===== config.mk =====
export PLATFORM = sky130hd
export DESIGN_NAME = mem_access_unit
export DESIGN_NICKNAME = d
export VERILOG_FILES = /design/src/rtl/mem_access_unit_pkg.sv /design/src/rtl/mem_access_unit_addr_map.sv /design/src/rtl/mem_access_unit.sv
export SDC_FILE = /design/constraint.sdc
export NUM_CORES = 1
export LEC_CHECK = 0
export CAP_MARGIN = 20
export CORE_MARGIN = 3
export CORE_UTILIZATION = 40
export DETAILED_ROUTE_END_ITERATION = 6
export PLACE_DENSITY = 0.72
export SYNTH_ARGS = -nofsm -noshare
export SYNTH_HDL_FRONTEND = slang
export SYNTH_SLANG_ARGS = --single-unit

===== constraint.sdc =====
create_clock -name clk -period 2.5 [get_ports clk]
set_clock_uncertainty 0.05 [all_clocks]
set_input_delay 0.5 -clock clk [delete_from_list [all_inputs] [get_ports clk]]
set_output_delay 0.5 -clock clk [all_outputs]
set_load 0.01 [all_outputs]

===== src/rtl/mem_access_unit_pkg.sv =====
// Shared definitions for the memory access stage: FSM state encoding and
// default address-map / timeout constants.
package mem_access_unit_pkg;

  typedef enum logic [1:0] {
    IDLE   = 2'd0,
    ACCESS = 2'd1,
    DONE   = 2'd2
  } mau_state_t;

  localparam logic [31:0] DEFAULT_MEM_BASE = 32'd1024;
  localparam int          DEFAULT_TIMEOUT  = 255;

endpackage


===== src/rtl/mem_access_unit_addr_map.sv =====
// Translates a byte address from the execute stage into a data-memory word
// index: subtract the memory base (mod 2^32) and drop the byte-lane bits.
module mem_addr_map
  import mem_access_unit_pkg::*;
#(
  parameter logic [31:0] MEM_BASE = DEFAULT_MEM_BASE
) (
  input  logic [31:0] byte_addr,
  output logic [31:0] word_addr
);

  logic [31:0] offset;

  assign offset    = byte_addr - MEM_BASE;
  assign word_addr = {2'b00, offset[31:2]};

endmodule


===== src/rtl/mem_access_unit.sv =====
// Memory access pipeline stage. Non-memory instructions pass through with one
// cycle of latency; loads and stores freeze the upstream pipeline, issue a
// single request to data memory, wait for the acknowledge (or give up after
// TIMEOUT cycles) and then present the write-back bundle.
module mem_access_unit
  import mem_access_unit_pkg::*;
#(
  parameter logic [31:0] MEM_BASE = DEFAULT_MEM_BASE,
  parameter int          TIMEOUT  = DEFAULT_TIMEOUT
) (
  input  logic        clk,
  input  logic        rst,
  input  logic [31:0] ALU_result,
  input  logic [31:0] val_Rm,
  input  logic [3:0]  Dest,
  input  logic        WB_EN,
  input  logic        MEM_R_EN,
  input  logic        MEM_W_EN,
  output logic        freeze,
  output logic        mem_req,
  output logic        mem_we,
  output logic [31:0] mem_addr,
  output logic [31:0] mem_wdata,
  input  logic [31:0] mem_rdata,
  input  logic        mem_ack,
  output logic [31:0] ALU_result_out,
  output logic [31:0] mem_data_out,
  output logic [3:0]  Dest_out,
  output logic        WB_EN_out,
  output logic        MEM_R_EN_out,
  output logic        timeout_err
);

  localparam int CNT_W = $clog2(TIMEOUT + 1);

  mau_state_t       state;
  mau_state_t       next_state;
  logic [CNT_W-1:0] wait_cnt;
  logic [31:0]      lat_addr;
  logic [31:0]      lat_data;
  logic [31:0]      rd_data;
  logic [3:0]       lat_dest;
  logic             lat_wb;
  logic             lat_read;
  logic             lat_write;
  logic             mem_en;
  logic             timeout_hit;

  // A combined read+write request is treated as a write only.
  assign mem_en      = MEM_R_EN | MEM_W_EN;
  assign timeout_hit = (wait_cnt == CNT_W'(TIMEOUT - 1));
  assign mem_wdata   = lat_data;

  mem_addr_map #(
    .MEM_BASE (MEM_BASE)
  ) u_addr_map (
    .byte_addr (lat_addr),
    .word_addr (mem_addr)
  );

  // State register.
  always_ff @(posedge clk) begin
    if (rst) begin
      state <= IDLE;
    end else begin
      state <= next_state;
    end
  end

  // Next-state logic and request/freeze decode from current state and inputs.
  always_comb begin
    next_state = state;
    freeze     = 1'b0;
    mem_req    = 1'b0;
    mem_we     = 1'b0;
    case (state)
      IDLE: begin
        if (mem_en) begin
          freeze     = 1'b1;
          next_state = ACCESS;
        end
      end
      ACCESS: begin
        freeze  = 1'b1;
        mem_req = 1'b1;
        mem_we  = lat_write;
        if (mem_ack || timeout_hit) begin
          next_state = DONE;
        end
      end
      DONE: begin
        next_state = IDLE;
      end
      default: begin
        next_state = IDLE;
      end
    endcase
  end

  // Request latches, wait counter, read-data capture and sticky timeout flag.
  always_ff @(posedge clk) begin
    if (rst) begin
      lat_addr    <= '0;
      lat_data    <= '0;
      lat_dest    <= '0;
      lat_wb      <= 1'b0;
      lat_read    <= 1'b0;
      lat_write   <= 1'b0;
      rd_data     <= '0;
      wait_cnt    <= '0;
      timeout_err <= 1'b0;
    end else begin
      case (state)
        IDLE: begin
          if (mem_en) begin
            lat_addr  <= ALU_result;
            lat_data  <= val_Rm;
            lat_dest  <= Dest;
            lat_wb    <= WB_EN;
            lat_read  <= MEM_R_EN & ~MEM_W_EN;
            lat_write <= MEM_W_EN;
            wait_cnt  <= '0;
          end
        end
        ACCESS: begin
          if (mem_ack) begin
            if (lat_read) begin
              rd_data <= mem_rdata;
            end
            wait_cnt <= '0;
          end else if (timeout_hit) begin
            rd_data     <= '0;
            timeout_err <= 1'b1;
            wait_cnt    <= '0;
          end else begin
            wait_cnt <= wait_cnt + CNT_W'(1);
          end
        end
        default: begin
        end
      endcase
    end
  end

  // Write-back bundle: pass-through in IDLE, bubble while an access is
  // pending, latched request results when the access completes.
  always_ff @(posedge clk) begin
    if (rst) begin
      ALU_result_out <= '0;
      mem_data_out   <= '0;
      Dest_out       <= '0;
      WB_EN_out      <= 1'b0;
      MEM_R_EN_out   <= 1'b0;
    end else begin
      case (state)
        IDLE: begin
          if (mem_en) begin
            WB_EN_out    <= 1'b0;
            MEM_R_EN_out <= 1'b0;
          end else begin
            ALU_result_out <= ALU_result;
            Dest_out       <= Dest;
            WB_EN_out      <= WB_EN;
            MEM_R_EN_out   <= MEM_R_EN & ~MEM_W_EN;
          end
        end
        DONE: begin
          ALU_result_out <= lat_addr;
          Dest_out       <= lat_dest;
          WB_EN_out      <= lat_wb;
          MEM_R_EN_out   <= lat_read;
          if (lat_read) begin
            mem_data_out <= rd_data;
          end
        end
        default: begin
        end
      endcase
    end
  end

endmodule


Word level (Yosys, flattened, before mapping)
Index checks and enable logic that the tools add are counted.

word-level totals
  bits of input ports = 106
  word-level logic and storage cells = 62
  bits in registers = 184
  output and inout port bits = 138

cells by class
  $add $sub $neg = 2
  equality and inequality tests = 7
  bitwise operators = 4
  mux-type cells = 22
  reduce and logical (&&, ||, !) cells = 12

operators by type and width
  kind                                                   number
  two-way mux 32 bit                                     4
  case mux 32 bit (2 select lines)                       1
  subtractor 32 x 11 -> 32 bit, second input constant    1
  two-way mux 8 bit                                      3
  case mux 8 bit (2 select lines)                        1
  AND reduction 2 bit                                    5
  adder 8 x 1 -> 8 bit, second input constant            1
  == test 8 bit, second input constant                   1
  case mux 4 bit (2 select lines)                        1
  inequality test 2 bit, second input constant           3
  case mux 1 bit (2 select lines)                        3
  AND reduction 3 bit                                    2
  nonzero test 2 bit                                     3
  two-way mux 1 bit                                      5
  two-way mux 2 bit                                      2
  two-way mux 4 bit                                      1
  case mux 2 bit (2 select lines)                        1
  == test 2 x 1 -> 1 bit, second input constant          1
  == test 2 bit, second input constant                   1
  zero test 2 bit                                        1
  inequality test 2 x 1 -> 1 bit, second input constant  1
  inverter 1 bit                                         2
  AND 1 bit                                              1
  logical OR 1 bit                                       1
  bitwise OR 1 bit                                       1

Logic depth before layout (Yosys ltp)
  word-level depth = 4
  depth in mapped cells = 8
  gate-level depth less buffers = 6

Hierarchy
Synthesis repeated with hierarchy kept, for this count alone.

second synthesis, totals
  cells, all modules = 1,002
  area total of the unflattened synthesis = 8,354.3 µm²

by module, submodules not included
  module           area each (µm²)  instances  cells an instance  seq. area each (µm²)
  mem_access_unit  7,858.8          1          936                3,683.5
  mem_addr_map     495.5            1          66                 0.0

Worst setup path before layout
No wires, ideal clock.

  path type = reg2out
  start = register lat_addr[17]
  end = output mem_addr[29]
  data required time = 1,950 ps
  path buffers = 1
  setup slack = 527 ps
  arrival time = 1,423 ps
  cell stages (with the launch flop) = 6
  cell sequence = dfxtp_1 -> buf_6 -> nor4_4 -> nand4_2 -> nor4_2 -> xor2_1

on the way
  word-level cells in the longest chain between the ends = 1

RTL lines
  item                          RTL line                        text
  start: declaration            mem_access_unit.sv:39           logic [31:0] lat_addr;
  start signal: assignment      mem_access_unit.sv:116          lat_addr <= ALU_result;
  subtractor 32 x 11 -> 32 bit  mem_access_unit_addr_map.sv:14  assign offset = byte_addr - MEM_BASE;
  end: declaration              mem_access_unit.sv:22           output logic [31:0] mem_addr,

Every way passes these cells.

Final worst setup path
  start = register lat_addr[18]
  end = output mem_addr[25]

The elaborated chain is that of the path after synthesis.

==> parameters.txt <==
Parameter                              Value

Synthesis
  Total of flip-flops plus latches after synthesis ... 184
  Share of synthesized area occupied by flip-flops and latches ... 0.510
  Yosys top cell area share ... 0.510
  Area leader, netlist ... sky130_fd_sc_hd__dfxtp_1
  Synthesis warning total ... 0
  Combinational family with the most area after synthesis ... simple AND/OR/NAND/NOR gates
  Top post-synthesis cells by area ... sky130_fd_sc_hd__dfxtp_1, sky130_fd_sc_hd__nand2_1, sky130_fd_sc_hd__a21oi_1
  Simple-Gate Fraction of Synth Area ... 0.186
  Primary FF master, synth ... sky130_fd_sc_hd__dfxtp_1
  Area of the mapped netlist ... 7220 um2
  Share of flip-flops with an asynchronous set or reset ... 0
  Top cells by count, synth ... sky130_fd_sc_hd__nand2_1, sky130_fd_sc_hd__dfxtp_1, sky130_fd_sc_hd__a21oi_1, sky130_fd_sc_hd__nor2_1, sky130_fd_sc_hd__a211oi_1
  Number of enable-type register cells in the synthesized netlist ... 0
  Fraction of the mapped netlist area in adder cells ... 0.00520
  Compound-Gate Fraction of Synth Area ... 0.164
  Distinct cells, synth ... 49
  Average footprint of a synthesized cell ... 8.76 um2
  Mux cell area share after synthesis ... 0.0471
  Post-synthesis xor/xnor area fraction ... 0.0315
  Most common cell in the synthesized netlist ... sky130_fd_sc_hd__nand2_1
  Gate count after technology mapping ... 824

Floorplan
  Effective utilization at floorplan ... 0.413
  Die Outline Area ... 19700 um2
  Die Y ... 140 um
  Count of standard-cell rows ... 48
  Top Ports ... 244
  Chip Width ... 140 um
  Area inside the core boundary ... 17500 um2

STA
  Final hold slack ... 0.352 ns
  # setup viols final ... 3
  Final hold violation count ... 0
  Least setup slack across all paths after layout ... -0.127 ns
  Setup Total Neg Slack ... -0.256 ns
  Post-layout minimum cycle time ... 2.63 ns
  Period utilization ... 1.05
  FMAX ... 381 MHz
  Unrepaired setup endpoints after global routing ... yes
  Fin. max-slew vios ... 0
  Slew HR ... 0.389
  Tightest Pin Transition ... 0.916 ns

Detailed routing
  Vias per inst ... 4.97
  Post-route ant nets ... 0
  Iteration-0 DRC count of the detailed router ... 289
  Pre-Repair DR Iteration Count ... 4
  Post-Route WL ... 20100 um
  Detail-routed net length per standard cell ... 15.5 um
  Vias ... 6457
  DRC violations left ... 0

Setup path
  CP delay by family, top ... simple AND/OR/NAND/NOR gates
  Count of buffer and inverter cells on the critical path ... 3
  Worst Setup Path Type ... reg -> out
  Data required time of the worst path ... 1.95 ns
  Startpoint of the worst register-to-register path ... wait_cnt[3]
  Type of destination of the critical path ... primary output
  Critical R2R Capture ... rd_data[17]
  Worst-case register-to-register setup slack ... 0.78 ns
  Critical Path Start Type ... flop
  Worst Reg2Reg Path Length in Cells ... 5
  Cell type of the slowest stage on the worst timing path ... sky130_fd_sc_hd__dfxtp_2
  Largest stage delay on the critical path ... 0.33 ns
  Biggest fanout along the worst timing path ... 5
  Critical path cell sequence ... nor4_4, buf_4, nand4_4, buf_6, nor3_4, xor2_1, buf_2
  Arrival @ worst endpoint ... 2.08 ns

Placement
  Cell count after placement ... 1256
  Area of placed instances ... 9920 um2
  Worst Setup Slack post-DPL ... 0.0208 ns
  Buffers added on ports ... 241
  HPWL Detailed ... 13700 um
  Placer Congestion ... 0.843

Power
  Power per standard cell area ... 698 nW/um2
  Final Power ... 7.44 mW
  Reported leakage power ... 4.21 nW
  Worst ir drop on vdd ... 0.000497 V

Finish
  Area used by multi-input combinational logic ... 3300 um2
  Fill cells ... 1474
  Register area ... 3690 um2
  Fraction of final layout cells sized beyond drive strength 1 ... 0.115
  Number of standard cells in the final layout excluding fillers ... 1299
  Area grow syn2layout ... 47.7%
  Layout Utilization ... 0.610
  Total number of nets in the final design ... 1168
  Final std cell area, no fill ... 10700 um2

Hold path
  Worst hold-check path type ... in -> reg
  Startpoint of the lowest-slack hold path ... rst
  Worst-case hold path end point ... timeout_err
  Number of cells traversed by the worst hold path ... 3

Clock tree
  Buffer type at the clock tree root ... sky130_fd_sc_hd__clkbuf_16
  Clock latency at the later pin of the worst-skew pair ... 0.42 ns
  Clock transition time at the flip-flop clock pins of the worst setup and hold paths ... 0.07 ns
  Maximum buffer depth of the clock tree ... 2
  Clock tree from TritonCTS ... done
  H-tree depth ... 4
  Total CTS buffers ... 17
  Total of hold buffers inserted after clock tree synthesis ... 0
  Clock sinks ... 184

GRT
  First-pass GRT wire length ... 32100 um
  Pin count of the biggest net entering global routing ... 83
  Vias in the first global route ... 6157
  Antenna violations before repair ... 2
  Total global-route track usage ... 0.201
  Total gr overflow ... 0

Outcome
  Run status ... finished, violations left
  Violated checks ... setup timing

Flow run
  # Max-Cap Violations ... 0
-- power breakdown --
part | total [mW] | internal [mW] | switching, mW
Clock | 2.62 | 1.41 | 1.21
Sequential | 3.22 | 3.11 | 0.107
Combinational | 1.61 | 0.816 | 0.791
Total | 7.44 | 5.34 | 2.11
-- state kept, by name, summed over array words and instances, names as in the netlist --
register,cells
ALU_result_out,32
lat_addr,32
mem_data_out,32
mem_wdata,32
rd_data,32
wait_cnt,8
Dest_out,4
lat_dest,4
state,2
MEM_R_EN_out,1
WB_EN_out,1
lat_read,1
lat_wb,1
lat_write,1
timeout_err,1
-- worst max-delay path by stage --
stage / start / end / slack [ns] / depth (start not counted)
detailed placement: lat_addr[17] / mem_addr[29] / 0.02 / 5
finish: lat_addr[18] / mem_addr[25] / -0.13 / 7
CTS: lat_addr[19] / mem_addr[29] / -0.16 / 6
floorplan: lat_addr[17] / mem_addr[29] / 0.53 / 5
global route: lat_addr[18] / mem_addr[21] / -0.24 / 8
global placement: lat_addr[17] / mem_addr[29] / 0.05 / 5
-- layout make-up --
type                            instances  area share
Multi-Input combinational cell        565       0.310
Sequential cell                       184       0.346
Clock inverter                         13      0.0130
Timing Repair Buffer                  285       0.262
Tap cell                              225      0.0264
Antenna cell                            2    0.000469
Inverter                                6     0.00211
Clock buffer                           19      0.0406
-- kinds of logic after synthesis --
kind of cell,Yosys count
buf+inv,76
compound gates,189
fa+ha+maj,3
mux,34
simple gates,311
flops,184
xor+xnor,26
other cells,1
-- timing repair --
action                                  in CTS  in global routing
setup buffers                                7                  3
gates cloned                                 0                  0
gates resized for setup                     62                 24
endpoints found under the setup margin      18                 16
pin swaps                                   10                 12
-- worst register-to-register path, stage by stage, from the launching register on --
cell and delay (ns):
sky130_fd_sc_hd__dfxtp_1 0.40, sky130_fd_sc_hd__nand4_1 0.21, sky130_fd_sc_hd__o31ai_1 0.32, sky130_fd_sc_hd__o21ai_2 0.22
sky130_fd_sc_hd__buf_12 0.22, sky130_fd_sc_hd__a22o_1 0.19
-- per-layer routing --
layer | share of wire | GRT usage
met1 | 0.42 | 0.245
met2 | 0.47 | 0.321
met3 | 0.071 | 0.0686
met4 | 0.032 | 0.0892
met5 | 0 | 0
-- placed cells by master (no fill, tap or decap), drive strengths merged, types with 2 or more instances in the layout --
master	n
nor2	60
nor3	10
dlygate4sd2	3
clkdlybuf4s15	2
clkinv	3
dfxtp	184
xor2	15
diode	2
a211oi	36
o21ai	3
nor4	7
a21oi	109
mux2i	34
inv	12
nand2b	5
clkdlybuf4s50	222
a22o	32
buf	55
nand3	3
xnor2	11
nand4	4
clkbuf	21
clkinvlp	3
conb	2
nand2	211
and2	2
ha	3
Power figures use the tool's default switching activity.
==> patch 1 (same settings) <==
Set the package constant `DEFAULT_TIMEOUT` to 510 (it was 255).
--- a/src/rtl/mem_access_unit_pkg.sv
+++ b/src/rtl/mem_access_unit_pkg.sv
@@ -9,7 +9,7 @@
   } mau_state_t;
 
   localparam logic [31:0] DEFAULT_MEM_BASE = 32'd1024;
-  localparam int          DEFAULT_TIMEOUT  = 255;
+  localparam int          DEFAULT_TIMEOUT  = 510;
 
 endpackage
 
Check against the original RTL: same outputs for any inputs over 4 cycles, from zero or initial values and one cycle with rst high; that may be too few to reach the edited logic, so the function may still have changed.
==> patch 1 against the original RTL <==
  * The flow still finishes with violations (setup timing)
  * Sequential cell count up 1
  * Global-route usage up 0.67 points
  * Via count up 6.2%
  * Design area up 1.8%
  * Cell count up 5.7%
  * Worst setup slack worse by 110 ps
  * Area after synthesis up 2.0%
  * First-iteration DRC count up 60%
  * Wire length up 4.6%
  * Power down 2.3%
  * Largest cell class unchanged
==> patch 1: results (changes against the original RTL) <==
[placement]
dp_hpwl_mm = 14.00  ; +2.3%
place_congestion = 0.8193  ; -2.8%
port_buffers = 241  ; unchanged
dpl_cell_area_um2 = 10140  ; +2.2%
place_inst = 1334  ; +6.2%
dp_slack_ps = -175.5  ; -196.3 ps

[worst_setup_path]
r2r-end = wait_cnt[3]
reg2reg_slack_ps = 640  ; -140 ps
crit_end = mem_addr[29]
reg2reg_from = wait_cnt[0]
cp-startpoint = lat_addr[23]
crit_fanout = 3  ; -2

[sta]
fin_ws_ps = -237.0  ; -109.8 ps
finalSetupViolations = 8  ; +5
slew_headroom_pct = 53.09  ; +14 points
setup-tns-final_ps = -968.6  ; -712.5 ps

[cells_and_area]
nets = 1244  ; +6.5%
drive_gt1_share_pct = 11.59  ; +0.11 points
stdcell_count = 1373  ; +5.7%
antenna_cells = 0  ; -2

[grt]
grt_pass1_wl_mm = 33.79  ; +5.2%
grt_antenna_before_repair = 0  ; -2
first_global_vias = 6597  ; +7.1%
grt_usage_pct = 20.74  ; +0.67 points

[route]
via_per_inst = 4.994  ; +0.47%
drt_iter0_markers = 461  ; +60%
wire_per_inst_um = 15.32  ; -1.1%

[run_status]
violations = setup timing
status = finished with violations

[logic_synthesis]
synth.distinct_cells = 48  ; -2.0%
synth.avg_cell_area_um2 = 8.172  ; -6.8%
ys_top_cells_by_count = nand2_1 (249), dfxtp_1 (185), a21oi_1 (141)
synthTopCellsByArea = dfxtp_1 (50%), nand2_1 (13%), a21oi_1 (9.6%), mux2i_1 (4.6%), a211oi_1 (3.7%)
ys_seq_area_share_pct = 50.30  ; -0.71 points

[clock_network]
cts_root_buf = clkbuf_16
path_clk_slew_ps = 80

[pwr]
p_leak_nw = 4.204  ; about the same
peakVddDrop_mv = 0.4742  ; -4.6%

patch 1: critical path: stages, from the launching register on:
cell     delay (ps)
dfxtp_2         320
or4_4           530
or3_4           390
nor4_4          170
xor2_1          190
buf_2           160
patch 1: worst min path at each step:
| stage | start | end | slack, ps | depth (start not counted) |
|---|---|---|---|---|
| after floorplan | rd_data[0] | mem_data_out[0] | 380 | 2 |
| after global placement | rd_data[25] | mem_data_out[25] | 380 | 2 |
| after detailed placement | rd_data[3] | mem_data_out[3] | 390 | 2 |
| after CTS | rst | mem_data_out[25] | 280 | 2 |
| after global routing | rst | rd_data[27] | 310 | 2 |
| final | rst | mem_data_out[25] | 300 | 2 |
patch 1: repair_timing:
action | in CTS | in global routing
pin swaps | 11 | 10
gates resized for setup | 87 | 15
setup endpoints to repair | 19 | 14
setup buffers | 5 | 3
patch 1: area by class of cell:
class / count / area, um2
Clock buffer: 19 / 432.9
Clock inverter: 13 / 136.4
Fill cell: 1550 / 6795
Inverter: 8 / 35.03
Multi-Input combinational cell: 633 / 3467
Sequential cell: 185 / 3714
Tap cell: 225 / 281.5
Timing Repair Buffer: 290 / 2795
patch 1: cells by family after synthesis:
| kind of cell | synth area share (%) |
|---|---|
| other cells | 0.05093 |
| fa+ha+maj | 0.5098 |
| xor+xnor | 2.974 |
| compound gates | 16.53 |
| mux | 4.622 |
| buf+inv | 5.030 |
| flops | 50.30 |
| simple gates | 19.98 |
patch 1: layer usage:
metal,part of all wire [%],GRT usage [%],wire length (um)
met5,0,0,0
met4,2.1,7.273,452
met3,8.9,6.505,1876
met2,45,32.53,9553
met1,43,27.08,9145
patch 1: where the power goes:
group	switching [mW]	internal, mW	leakage, nW
logic	0.703	0.736	2.42
registers	0.101	3.10	1.51
clock network	1.22	1.41	0.274
total	2.03	5.25	4.20
==> patch 2 (same settings) <==
Made on the original files. Re-encode `mau_state_t` (3 states) as one-hot, 3 bits wide.
--- a/src/rtl/mem_access_unit_pkg.sv
+++ b/src/rtl/mem_access_unit_pkg.sv
@@ -2,10 +2,10 @@
 // default address-map / timeout constants.
 package mem_access_unit_pkg;
 
-  typedef enum logic [1:0] {
-    IDLE   = 2'd0,
-    ACCESS = 2'd1,
-    DONE   = 2'd2
+  typedef enum logic [2:0] {
+    IDLE   = 3'b001,
+    ACCESS = 3'b010,
+    DONE   = 3'b100
   } mau_state_t;
 
   localparam logic [31:0] DEFAULT_MEM_BASE = 32'd1024;
Behaviour: no difference found for any inputs over 4 cycles, from zero or initial values and one cycle with rst high; so few cycles prove little.
==> patch 2 against the original RTL <==
  * The flow still finishes with violations (setup timing)
  * Wire length is 9.3% higher
  * Design area up 3.0%
  * Critical path depth stayed put
  * Worst setup slack lost 520 ps
  * Utilization is 1.8 points higher
  * Area after synthesis decreased by 0.17%
  * Power up 8.1%
  * Sequential cell count is 1 higher
  * Largest cell class unchanged
  * Highest routed layer unchanged
==> patch 2: results (changes against the original RTL) <==
[placement]
port_buffers = 241  ; unchanged
dp_hpwl_mm = 14.26  ; +4.2%
place_congestion = 0.7996  ; -5.1%
dp_slack_ps = -730.4  ; -751.2 ps
dpl_cell_area_um2 = 10110  ; +1.9%

[run_status]
violations = setup timing
status = finished with violations

[route]
via_per_inst = 5.140  ; +3.4%
drt_iter0_markers = 503  ; +74%
firstDrtPassIters = 6  ; +2
wl_mm = 21.98  ; +9.3%

[pwr]
peakVddDrop_mv = 0.5458  ; +9.8%
p_leak_nw = 4.172  ; -0.84%

[logic_synthesis]
ys_seq_area_share_pct = 51.37  ; +0.37 points
ys_top_cells_by_count = nand2_1 (250), dfxtp_1 (185), a21oi_1 (115)
synthTopCellsByArea = dfxtp_1 (51%), nand2_1 (13%), a21oi_1 (8.0%), a311oi_1 (4.6%), a22o_1 (3.9%)
synth.distinct_cells = 42  ; -14%

[worst_setup_path]
critPathArrivalTime_ps = 2600  ; +520 ps
crit_fanout = 2  ; -3
cp_slowest_stage_delay_ps = 470  ; +140 ps
cp_slowest_cell = or4b_4

[grt]
grt_pass1_wl_mm = 34.40  ; +7.1%
use_met3_pct = 7.067  ; +0.20 points
first_global_vias = 6605  ; +7.3%
grt_max_degree = 75  ; -9.6%
grt_usage_pct = 21.30  ; +1.2 points
use_met2_pct = 34.95  ; +2.9 points
grt_antenna_before_repair = 0  ; -2
met1_usage_pct = 26.83  ; +2.3 points

[sta]
fin_ws_ps = -647.4  ; -520.3 ps
slew_headroom_pct = 49.50  ; +11 points
finalSetupViolations = 16  ; +13

[cells_and_area]
fillers = 1496  ; +1.5%
nets = 1241  ; +6.3%
antenna_cells = 0  ; -2
drive_gt1_share_pct = 13.97  ; +2.5 points
register_area_um2 = 3709  ; +0.58%

[worst_hold_path]
hold_path_class = register to register

[clock_network]
numCtsBuffers = 17  ; unchanged
clk-insertion-delay-late_ps = 420  ; about the same

patch 2: cell types whose count changed after synthesis, sizes merged, moves of 4 or more:
| cell | delta |
|---|---|
| nand3 | +40 |
| clkbuf | +39 |
| nand2 | +39 |
| a311oi | +38 |
| a211oi | -35 |
| mux2i | -34 |
| buf | -31 |
| o21ai | +8 |
| xnor2 | -7 |
| a21oi | +6 |
| nor2 | -6 |
| or4 | +4 |
patch 2: worst paths after layout:
kind	start	endpoint	slack, ps	cells after the start
min reg2reg	rd_data[4]	mem_data_out[4]	400	2
max	lat_addr[10]	mem_addr[22]	-650	7
min	rd_data[4]	mem_data_out[4]	400	2
max reg2reg	state[2]	ALU_result_out[14]	550	5
patch 2: through the flow:
step	hold slack (ps)	instances	TNS, ps	power (mW)
finish	399.0	1370	-6194	8.044
global route	417.9	1370	-7928	8.434
CTS	402.7	1366	-6631	8.034
detailed placement	395.0	1326	-5221	5.215
global placement	389.7	1326	-4971	5.191
floorplan	381.6	883	-432.9	4.171
patch 2: cell type report:
class,count,share of cell area (%)
clock buffers,17,3.874
clock inverters,15,1.595
inverters,5,0.1709
multi-input cells,615,31.06
flip-flops and latches,185,33.77
well taps,225,2.564
repair buffers,308,26.97
patch 2: repair_timing:
action,CTS,global route
setup buffers,9,5
setup endpoints to repair,19,20
pin swaps,6,9
resized for setup,106,21
endpoints found under the hold margin,0,0
patch 2: cell families (layout without fill, tap and decap cells):
kind of cell | Yosys count | count (layout) | synth area share, %
AO/OA/AOI/OAI | 205 | 205 | 18.19
XOR/XNOR | 18 | 18 | 2.291
adder cells (fa/ha/maj) | 3 | 3 | 0.5207
buffers and inverters | 83 | 345 | 4.964
flip-flops | 185 | 185 | 51.37
other | 1 | 2 | 0.05202
AND/OR/NAND/NOR | 387 | 387 | 22.61
patch 2: per-layer routing:
layer,wire length [um],part of all wire [%]
met1,9390,43
met2,10530,48
met3,1678,7.6
met4,381,1.7
met5,0,0
patch 2: power by group:
group / leakage (nW) / switching, mW / internal [mW] / total (mW)
clock network: 0.294 / 1.27 / 1.44 / 2.71
logic: 2.37 / 1.05 / 1.05 / 2.10
registers: 1.51 / 0.109 / 3.13 / 3.24
patch 2: worst register-to-register path, stage by stage, from the launching register on:
cell and delay [ps]:
dfxtp_1 330, buf_4 190, or3b_2 490, buf_4 370
nor2_1 280, a311oi_1 80
